## src/rtl/rx_frame_check.sv

```systemverilog
// rx_frame_check
// ---------------------------------------------------------------------------
// UART receive frame checker. Consumes one majority-sampled bit per
// sample_valid strobe and walks the frame itself: start bit, DATA_WIDTH data
// bits (LSB first), optional parity bit, STOP_BITS stop bits. Flags start
// glitches, parity errors and stop errors, and delivers the deserialised word
// with a one-cycle data_valid pulse. All outputs are registered.
//
// Parameters
//   DATA_WIDTH    data bits per frame (5..9)
//   STOP_BITS     stop bits per frame (1 or 2)
//
// Ports
//   clk           system clock
//   rst           asynchronous reset, active low
//   enable        block enable; low forces IDLE and discards a partial frame
//   sample_valid  one-cycle strobe: sampled_bit holds a new bit
//   sampled_bit   sampled line value
//   par_en        parity bit present (latched at the start bit)
//   par_type      0 = even, 1 = odd (latched at the start bit)
//   p_data        last error-free word
//   data_valid    one-cycle pulse: p_data updated
//   start_glitch  one-cycle pulse: start bit sampled as 1
//   par_err       one-cycle pulse: parity mismatch
//   stp_err       one-cycle pulse: a stop bit sampled as 0
//   busy          high in any state other than IDLE
//   err_cnt       (only with RX_FRAME_ERR_CNT_EN) saturating 8-bit count of
//                 cycles in which any error pulse fires
//
// Optional feature macro: RX_FRAME_ERR_CNT_EN
// ---------------------------------------------------------------------------
module rx_frame_check #(
  parameter int DATA_WIDTH = 8,
  parameter int STOP_BITS  = 1
) (
  input  logic                  clk,
  input  logic                  rst,
  input  logic                  enable,
  input  logic                  sample_valid,
  input  logic                  sampled_bit,
  input  logic                  par_en,
  input  logic                  par_type,
  output logic [DATA_WIDTH-1:0] p_data,
  output logic                  data_valid,
  output logic                  start_glitch,
  output logic                  par_err,
  output logic                  stp_err,
`ifdef RX_FRAME_ERR_CNT_EN
  output logic [7:0]            err_cnt,
`endif
  output logic                  busy
);

  localparam int CNT_W = $clog2(DATA_WIDTH + 1);

  // The same counter indexes data bits and stop bits; DATA_WIDTH >= 5 makes
  // it wide enough for either.
  localparam logic [CNT_W-1:0] LAST_DATA = CNT_W'(DATA_WIDTH - 1);
  localparam logic [CNT_W-1:0] LAST_STOP = CNT_W'(STOP_BITS - 1);

  localparam logic [1:0] IDLE   = 2'd0;
  localparam logic [1:0] DATA   = 2'd1;
  localparam logic [1:0] PARITY = 2'd2;
  localparam logic [1:0] STOP   = 2'd3;

  logic [1:0]            state_q, state_d;
  logic [CNT_W-1:0]      bit_cnt_q, bit_cnt_d;
  logic [DATA_WIDTH-1:0] shift_q, shift_d;
  logic                  xor_q, xor_d;
  logic                  par_en_q, par_en_d;
  logic                  par_type_q, par_type_d;
  logic                  par_fail_q, par_fail_d;
  logic                  stp_fail_q, stp_fail_d;
  logic [DATA_WIDTH-1:0] p_data_q, p_data_d;
  logic                  data_valid_q, data_valid_d;
  logic                  start_glitch_q, start_glitch_d;
  logic                  par_err_q, par_err_d;
  logic                  stp_err_q, stp_err_d;
  logic                  busy_q, busy_d;

  logic                  exp_par;
  logic                  stp_fail_now;

  always_comb begin
    state_d        = state_q;
    bit_cnt_d      = bit_cnt_q;
    shift_d        = shift_q;
    xor_d          = xor_q;
    par_en_d       = par_en_q;
    par_type_d     = par_type_q;
    par_fail_d     = par_fail_q;
    stp_fail_d     = stp_fail_q;
    p_data_d       = p_data_q;
    data_valid_d   = 1'b0;
    start_glitch_d = 1'b0;
    par_err_d      = 1'b0;
    stp_err_d      = 1'b0;

    // Even parity expects the data XOR; odd expects its complement.
    exp_par      = par_type_q ? ~xor_q : xor_q;
    // Include the bit being consumed so the final stop bit is judged now.
    stp_fail_now = stp_fail_q | ~sampled_bit;

    if (!enable) begin
      // Abandon any partial frame silently.
      state_d    = IDLE;
      bit_cnt_d  = '0;
      par_fail_d = 1'b0;
      stp_fail_d = 1'b0;
    end else if (sample_valid) begin
      case (state_q)
        IDLE: begin
          if (!sampled_bit) begin
            par_en_d   = par_en;
            par_type_d = par_type;
            bit_cnt_d  = '0;
            xor_d      = 1'b0;
            par_fail_d = 1'b0;
            stp_fail_d = 1'b0;
            state_d    = DATA;
          end else begin
            start_glitch_d = 1'b1;
          end
        end
        DATA: begin
          // LSB arrives first: shift right, insert at the MSB.
          shift_d = {sampled_bit, shift_q[DATA_WIDTH-1:1]};
          xor_d   = xor_q ^ sampled_bit;
          if (bit_cnt_q == LAST_DATA) begin
            bit_cnt_d = '0;
            state_d   = par_en_q ? PARITY : STOP;
          end else begin
            bit_cnt_d = bit_cnt_q + 1'b1;
          end
        end
        PARITY: begin
          if (sampled_bit != exp_par) par_fail_d = 1'b1;
          bit_cnt_d = '0;
          state_d   = STOP;
        end
        default: begin  // STOP
          if (bit_cnt_q == LAST_STOP) begin
            state_d    = IDLE;
            bit_cnt_d  = '0;
            par_fail_d = 1'b0;
            stp_fail_d = 1'b0;
            if (!par_fail_q && !stp_fail_now) begin
              p_data_d     = shift_q;
              data_valid_d = 1'b1;
            end else begin
              par_err_d = par_fail_q;
              stp_err_d = stp_fail_now;
            end
          end else begin
            bit_cnt_d  = bit_cnt_q + 1'b1;
            stp_fail_d = stp_fail_now;
          end
        end
      endcase
    end

    busy_d = (state_d != IDLE);
  end

  always_ff @(posedge clk or negedge rst) begin
    if (!rst) begin
      state_q        <= IDLE;
      bit_cnt_q      <= '0;
      shift_q        <= '0;
      xor_q          <= 1'b0;
      par_en_q       <= 1'b0;
      par_type_q     <= 1'b0;
      par_fail_q     <= 1'b0;
      stp_fail_q     <= 1'b0;
      p_data_q       <= '0;
      data_valid_q   <= 1'b0;
      start_glitch_q <= 1'b0;
      par_err_q      <= 1'b0;
      stp_err_q      <= 1'b0;
      busy_q         <= 1'b0;
    end else begin
      state_q        <= state_d;
      bit_cnt_q      <= bit_cnt_d;
      shift_q        <= shift_d;
      xor_q          <= xor_d;
      par_en_q       <= par_en_d;
      par_type_q     <= par_type_d;
      par_fail_q     <= par_fail_d;
      stp_fail_q     <= stp_fail_d;
      p_data_q       <= p_data_d;
      data_valid_q   <= data_valid_d;
      start_glitch_q <= start_glitch_d;
      par_err_q      <= par_err_d;
      stp_err_q      <= stp_err_d;
      busy_q         <= busy_d;
    end
  end

`ifdef RX_FRAME_ERR_CNT_EN
  // Counts on the same edge as the error pulses so the count and the pulse
  // become visible together; several simultaneous pulses count once.
  logic [7:0] err_cnt_q, err_cnt_d;
  logic       err_any;

  always_comb begin
    err_any   = start_glitch_d | par_err_d | stp_err_d;
    err_cnt_d = err_cnt_q;
    if (err_any && (err_cnt_q != 8'hFF)) err_cnt_d = err_cnt_q + 8'd1;
  end

  always_ff @(posedge clk or negedge rst) begin
    if (!rst) err_cnt_q <= 8'd0;
    else      err_cnt_q <= err_cnt_d;
  end

  assign err_cnt = err_cnt_q;
`endif

  assign p_data       = p_data_q;
  assign data_valid   = data_valid_q;
  assign start_glitch = start_glitch_q;
  assign par_err      = par_err_q;
  assign stp_err      = stp_err_q;
  assign busy         = busy_q;

endmodule

```

## config.mk

```make
export PLATFORM = sky130hd
export DESIGN_NAME = rx_frame_check
export DESIGN_NICKNAME = d
export VERILOG_FILES = /design/src/rtl/rx_frame_check.sv
export SDC_FILE = /design/constraint.sdc
export NUM_CORES = 1
export LEC_CHECK = 0
export CORE_MARGIN = 2
export CORE_UTILIZATION = 61
export DETAILED_ROUTE_END_ITERATION = 6
export DONT_BUFFER_PORTS = 1
export GPL_TIMING_DRIVEN = 0
export PLACE_DENSITY = 0.77
export SYNTH_ARGS = -nofsm -noshare
export SYNTH_HDL_FRONTEND = slang
export SYNTH_SLANG_ARGS = --single-unit
```

## constraint.sdc

```tcl
create_clock -name clk -period 2.5 [get_ports clk]
set_input_delay 0.5 -clock clk [delete_from_list [all_inputs] [get_ports clk]]
set_output_delay 0.5 -clock clk [all_outputs]
set_load 0.02 [all_outputs]
```

Yosys cells after proc, flatten, opt, wreduce, memory -nomap -nowiden
Cells that the tools add are included.
{ "word_totals": {"reg_bits": 32, "latch_bits": 0, "ramBits": 0, "rom_bits": 0, "input_bits": 7, "out_inout_bits": 13, "wordCells": 91, "memories": 0} }
{ "classes": {"addsub": 1, "multipliers": 0, "div_mod_pow": 0, "magnitude_cmp": 0, "eq_ne": 11, "n_shift": 0, "muxes": 44, "bitwise_logic": 5, "n_reduce_logical": 16} }
{ "ops": {"columns": ["cell", "n"], "rows": [
  ["2-to-1 mux 1 bit", 29],
  ["2-to-1 mux 4 bit", 5],
  ["one-hot mux 4 bit (3 select lines)", 1],
  ["2-to-1 mux 2 bit", 5],
  ["AND reduction 5 bit", 2],
  ["AND reduction 4 bit", 2],
  ["inequality test 2 bit, second input constant", 3],
  ["inequality test 3 bit, second input constant", 2],
  ["one-hot mux 2 bit (3 select lines)", 1],
  ["AND reduction 3 bit", 2],
  ["adder 4 x 1 -> 4 bit, second input constant", 1],
  ["equality test 4 x 3 -> 1 bit, second input constant", 1],
  ["logical NOT 4 bit", 1],
  ["inequality test 4 x 1 -> 1 bit, second input constant", 1],
  ["one-hot mux 1 bit (2 select lines)", 2],
  ["nonzero test 2 bit", 2],
  ["inverter 1 bit", 3],
  ["one-hot mux 1 bit (3 select lines)", 1],
  ["OR reduction 3 bit", 1],
  ["equality test 2 x 1 -> 1 bit, second input constant", 1],
  ["equality test 2 bit, second input constant", 1],
  ["logical NOT 1 bit", 2],
  ["logical NOT 2 bit", 1],
  ["inequality test 2 x 1 -> 1 bit, second input constant", 1],
  ["other kinds (6)", 6]
]} }

Longest topological paths before layout
Gate-level depths: netlist (run 1).
{ "depth": {"word_depth": 9, "mapped_depth": 8, "depth_no_buf": 6} }

Worst setup path after synthesis (run 1)
Ideal clock, no wire load.
{ "synth_timing": {"path_type": "reg2reg", "start": "register state_q[0]", "end": "register p_data_q[0] (netlist: p_data[0])", "arrival_ns": 1.859, "slack_ns": 0.516, "path_stages_with_launch": 8, "period_less_slack_ns": 1.984, "cell_sequence": "dfrtp_1 -> ha_1 -> and4bb_1 -> buf_4 -> nand2_2 -> or4_4 -> buf_6 -> mux2_4"} }
{ "synth_between": {"elab_chain_len": 4, "elab_cells_between_ends": 6} }
{ "synth_lines": {"columns": ["element", "line_no", "text"], "rows": [
  ["start: declaration", "66", "logic [1:0] state_q, state_d;"],
  ["start signal: assignment", "182", "state_q <= state_d;"],
  ["equality test 2 bit, or another cell as far along", "111", "case (state_q)"],
  ["OR reduction 3 bit (no line) *", null, null],
  ["inverter 1 bit (no line) *", null, null],
  ["AND reduction 5 bit (no line) *", null, null],
  ["end signal: assignment", "190", "p_data_q <= p_data_d;"],
  ["end: declaration", "74", "logic [DATA_WIDTH-1:0] p_data_q, p_data_d;"]
]} }
Every way passes the cells marked *; elsewhere a longest branch is shown, timed or not.
A chain may end at the register's enable or synchronous reset.

Final worst setup path (run 1)
{ "layout_timing": {"start": "register state_q[0]", "end": "register p_data_q[3] (netlist: p_data[3])"} }
The elaborated chain is that of the path after synthesis.

==> flow_metrics.tcl, run 1 <==
set metrics [dict create \
    run_status "completed" \
    p_int_uw 804.1 \
    worstSetupStartpointType "register" \
    yosys_warnings 0 \
    hold_class "input pin to register" \
    cts_tree "yes" \
    timing.final.hold_violations 0 \
    ff2ff_path_depth 7 \
    synth.area.top_cells "dfrtp_1 (51%), mux2_4 (7.7%), mux2_2 (7.2%), ha_1 (4.8%), inv_1 (2.6%)" \
    timing.hold.ws_ns 0.2404 \
    rsz0062_at_grt "false" \
    ctsLongestPathBuffers 2 \
    path_class "register to register" \
    period_minus_slack_ns 2.190 \
    crit_end "p_data[3]" \
    r2r_slack_ns 0.31 \
    synth_cells 133 \
    worstMarginPinSlew_ns 0.5755 \
    reg2reg_to "p_data[3]" \
    grt_use_total_pct 21.54 \
    path_max_fanout 9 \
    nNetsFinal 155 \
    place.gp.congestion 0.8115 \
    synth-async-reset-ratio_pct 100.0 \
    syn_nets 146 \
    fmax_mhz 456.7 \
    setup_viol 0 \
    cap_violations 0 \
    drtIter0Drc 17 \
    arrival_ns 2.42 \
    wirelength_microns 2735 \
    p_leak_nw 0.8269 \
    routed-via-count 1030 \
    required_ns 2.73 \
    fin_worst_skew_ns 0.005704 \
    drive_gt1_share_pct 23.08 \
    antenna_found_initial 0 \
    htree_num_levels 2 \
    post_drt_wl_per_cell_microns 15.81 \
    syn2layout_area_growth_pct 9.440 \
    first_pass_iters 4 \
    yosys.area.top_type "dfrtp_1" \
    grt_overflow_total 0 \
    cellPowerDensity_nw_per_um2 617.1 \
    die_area_sq_um 2985 \
    clk_pin_slew_ns 0.10 \
    p_total_mw 1.056 \
    synth_area_sq_um 1564 \
    rows 18 \
    grt_max_degree 33 \
    grt_pass1_wl_microns 4429 \
    coreArea_sq_um 2455 \
    netlist.area_leader.share_pct 51.20 \
    dieHeight_microns 54.64 \
    cts_root_buf "clkbuf_4" \
    clock_latency_ns 0.34 \
    synth-edff-count 0 \
    netlist_top_cells_count "dfrtp_1 (32), inv_1 (11), mux2_2 (10)" \
    endpoint_kind "register" \
    combPwrFrac_pct 9.0 \
    yosysSeqAreaShare_pct 51.20 \
    place_inst 163 \
    antenna_left 0 \
    route.detailed.drc 0 \
    synth_cell_types 40 \
    syn_area_per_cell_sq_um 11.76 \
    slew_viol_final 0 \
    r2r-start "state_q[0]" \
    diodes 0 \
    relSlewSlack_pct 61.29 \
    top_level_ports 20 \
    cts_sinks 32 \
    finalNonFillerCells 173 \
    vdd_ir_drop_max_v 0.0005300 \
    synth_ff_type "dfrtp_1" \
    tns_ns 0 \
    clockPowerShare_pct 36.6 \
    sw_frac_of_total_pct 23.87 \
    p_sw_uw 252.1 \
    post_cts_buffers 0 \
    p_seq_share_pct 54.4 \
    die_width_microns 54.64 \
    startpoint "state_q[0]" \
    start_util_pct 63.71 \
    yosysMostFrequentCell "dfrtp_1" \
    hold_depth 1 \
    portBuffers 0 \
    dp_hpwl_microns 1886 \
    viasPerCell 5.954 \
    timing.final.crit_share_pct 87.59 \
    grt_pass1_vias 1001 \
    numCtsBuffers 5 \
    ys_ff_latch 32 \
]
cells by family after synthesis:
logic type | count (synthesis) | share of synthesized area [%]
AO/OA/AOI/OAI | 22 | 9.281
buffers and inverters | 15 | 4.400
adder cells (fa/ha/maj) | 6 | 4.800
multiplexers | 18 | 14.88
XOR/XNOR | 2 | 1.120
flip-flops | 32 | 51.20
AND/OR/NAND/NOR | 38 | 14.32
timing repair:
action / 4_1_cts / 5_1_grt
setup endpoints to repair: 0 / 0
hold endpoints to repair: 32 / 0
gates resized for setup: 0 / 0
hold buffers: 2 / 0
placed cells by master, fill, tap and decap left out, types with 2 or more instances in the layout:
cell type / n
a211oi_1: 2
and3b_1: 2
nand2b_1: 2
nor2_1: 4
mux2_4: 8
ha_1: 6
nand4b_1: 2
nand2_1: 9
inv_1: 11
mux2_2: 10
and3_1: 2
dfrtp_1: 32
nand3_1: 2
a21oi_1: 3
nor2b_1: 2
nor3b_1: 2
clkbuf_4: 5
nor3_1: 3
o21ai_0: 8
xnor2_1: 2
stage by stage:
| step | cell area [sq um] | setup WS, ns | util [%] |
|---|---|---|---|
| 3_3_place_gp | 1602 | 0.3705 | 65.24 |
| 6_report | 1712 | 0.3103 | 69.72 |
| 5_1_grt | 1712 | 0.2376 | 69.72 |
| 2_1_floorplan | 1564 | 0.5157 | - |
| 3_5_place_dp | 1602 | 0.3411 | 65.24 |
| 4_1_cts | 1712 | 0.3314 | 69.72 |
cell type report:
cell class,count,area [sq um]
tap,30,37.54
sequential,32,800.8
clock inverter,3,42.54
buffer,4,27.53
fill,168,743.2
inverter,11,41.29
multi-input combinational,86,694.4
timing repair buffer,2,30.03
clock buffer,5,37.54
routing by layer:
layer  track usage [%]  routed length [microns]  vias up
met3             6.557                      147        7
met1             25.13                     1196      501
li1                  -                        -      485
met5                 0                        0        -
met4             12.08                       63        0
met2             34.92                     1326       37
sequential cells by signal, summed over array words and instances (netlist names):
register	cells
p_data	8
shift_q	8
bit_cnt_q	4
state_q	2
busy	1
data_valid	1
par_en_q	1
par_err	1
par_fail_q	1
par_type_q	1
start_glitch	1
stp_err	1
stp_fail_q	1
xor_q	1
power by group through the flow:
| stage | clock network [mW] | logic, mW | registers (mW) |
|---|---|---|---|
| floorplan | 0 | 0.0679 | 0.578 |
| global placement | 0 | 0.0767 | 0.584 |
| detailed placement | 0 | 0.0793 | 0.586 |
| CTS | 0.394 | 0.0956 | 0.575 |
| global route | 0.426 | 0.106 | 0.579 |
| finish | 0.386 | 0.0951 | 0.575 |
worst max-delay path, cell delays in order (launching register included):
cell,delay [ns]
dfrtp_1,0.44
ha_1,0.31
and4bb_1,0.23
buf_4,0.16
nand2_2,0.06
or4_4,0.42
buf_6,0.17
mux2_4,0.30
worst min path at each step:
stage	startpoint	to	slack, ns
global placement	rst	data_valid	0.20
finish	sampled_bit	stp_err	0.24
global route	sampled_bit	stp_err	0.22
CTS	sampled_bit	stp_err	0.23
detailed placement	rst	p_data[3]	0.21
floorplan	rst	bit_cnt_q[0]	0.20
Power figures use the tool's default switching activity.
==> inputs of run 2 (changes only) <==
- RECOVER_POWER: unset -> 25
==> run 2 against run 1 <==
Sequential cell count did not move; sequential power is essentially flat; non-clock buffer count did not move; sequential share of layout area is 0.21 points higher; final cell count unchanged; core utilization fell by 0.31 points; worst setup slack got worse by 0.0012 ns; cell area is 0.44% lower; critical path type unchanged; largest power group unchanged.
==> flow_metrics.tcl, run 2 (synthesis gave the netlist of run 1 again) <==
set metrics [dict create \
    period_minus_slack_ns 2.191 \
    routed-via-count 1030 \
    timing.hold.ws_ns 0.2404 \
    setup_viol 0 \
    fmax_mhz 456.4 \
    worstMarginPinSlew_ns 1.365 \
    tns_ns 0 \
    grt_pass1_wl_microns 4429 \
    required_ns 2.73 \
    die_width_microns 54.64 \
    path_max_fanout 9 \
    clock_latency_ns 0.34 \
    vdd_ir_drop_max_v 0.0005300 \
    clk_pin_slew_ns 0.10 \
    timing.final.hold_violations 0 \
    first_pass_iters 4 \
    post_drt_wl_per_cell_microns 15.79 \
    numCtsBuffers 5 \
    grt_max_degree 33 \
    cts_tree "yes" \
    met3_usage_pct 6.557 \
    top_level_ports 20 \
    drtIter0Drc 17 \
    diodes 0 \
    drive_gt1_share_pct 22.38 \
    relSlewSlack_pct 9.010 \
    viasPerCell 5.954 \
    crit_end "p_data[3]" \
    cp_num_cells 7 \
    endpoint_kind "register" \
    cts_sinks 32 \
    worstHoldStart "sampled_bit" \
    start_util_pct 63.71 \
    cp_slowest_cell "dfrtp_1" \
    timing.final.crit_share_pct 87.63 \
    run_status "completed" \
    grt_overflow_total 0 \
    final_cell_mix "dfrtp_1 (32), inv_1 (11), mux2_2 (10)" \
    cap_violations 0 \
    wirelength_microns 2731 \
    worst-path-buf-inv 2 \
    startpoint "state_q[0]" \
    slew_viol_final 0 \
    cts_root_buf "clkbuf_4" \
    nNetsFinal 155 \
    ctsLongestPathBuffers 2 \
    placed_cell_area_sq_um 1602 \
    place.gp.congestion 0.8115 \
    grt_pass1_vias 1001 \
    arrival_ns 2.42 \
    ff2ff_path_depth 7 \
    worstSetupStartpointType "register" \
    r2r_slack_ns 0.31 \
    layout.cells.most_common "dfrtp_1" \
    path_class "register to register" \
    rsz0062_at_grt "false" \
    route.detailed.drc 0 \
    cellPowerDensity_nw_per_um2 618.0 \
    grt_use_met2_pct 34.92 \
    dp_hpwl_microns 1886 \
    post_cts_buffers 0 \
    syn2layout_area_growth_pct 8.960 \
    p_leak_nw 0.8305 \
    htree_num_levels 2 \
    reg2reg_to "p_data[3]" \
    fin_worst_skew_ns 0.004741 \
    portBuffers 0 \
    cp_top_family "simple AND/OR/NAND/NOR gates" \
    hold_class "input pin to register" \
    antenna_left 0 \
    path_cells "ha_1 > and4bb_1 > buf_4 > nand2_2 > or4_4 > buf_6 > mux2_4" \
    grt_use_total_pct 21.54 \
    grt_use_met1_pct 25.13 \
    die_area_sq_um 2985 \
    grt.busiest_layer "met2" \
    rows 18 \
    antenna_found_initial 0 \
    critPathMaxStageDelay_ns 0.44 \
    dieHeight_microns 54.64 \
    r2r-start "state_q[0]" \
    coreArea_sq_um 2455 \
    stdcell_area_sq_um 1704 \
]
-- run 2: cell count changes in the layout (fill, tap and decap cells not counted) --
cell,before,now
buf_12,1,0
dlymetal6s4s_1,0,1
-- run 2: through the flow --
step,worst slack [ns],util [%],total power [mW],instances
finish,0.3091,69.42,1.053,173
global route,0.2376,69.42,1.109,173
global placement,0.3705,65.24,0.6608,163
CTS,0.3314,69.72,1.064,173
detailed placement,0.3411,65.24,0.6656,163
floorplan,0.5157,-,0.6461,133
-- run 2: worst min path at each step --
stage / end / slack (ns) / cells past startpoint
after detailed placement: p_data[3] / 0.21 / 0
after global placement: data_valid / 0.20 / 0
final: stp_err / 0.24 / 1
after CTS: stp_err / 0.23 / 1
after global routing: stp_err / 0.22 / 1
after floorplan: bit_cnt_q[0] / 0.20 / 0
-- run 2: cell type report --
class | count | area (sq um)
Buffer | 4 | 27.53
Clock buffer | 5 | 37.54
Clock inverter | 3 | 42.54
Fill cell | 170 | 750.7
Inverter | 11 | 41.29
Multi-Input combinational cell | 86 | 694.4
Sequential cell | 32 | 800.8
Tap cell | 30 | 37.54
Timing Repair Buffer | 2 | 22.52
-- run 2: metal layers --
layer | routed length, microns | vias to the layer above | share of wire (%)
li1 | - | 485 | -
met1 | 1188 | 501 | 44
met2 | 1330 | 37 | 49
met3 | 147 | 7 | 5.4
met4 | 63 | 0 | 2.3
met5 | 0 | - | 0
-- run 2: power breakdown --
group	internal [mW]	total [mW]	switching, mW	leakage [nW]
combinational	0.0446	0.0926	0.0480	0.352
sequential	0.549	0.575	0.0258	0.438
clock	0.208	0.385	0.177	0.0412
-- run 2: worst register-to-register path: cells and delay by family (launching register included) --
family / cells / cell delay [ns]
buf+inv: 2 / 0.33
simple gates: 3 / 0.71
mux: 1 / 0.30
flops: 1 / 0.44
fa+ha+maj: 1 / 0.31
-- run 2: timing repair --
item / CTS / global route
hold endpoints to repair: 32 / 0
gates resized for setup: 0 / 0
hold buffers: 2 / 0
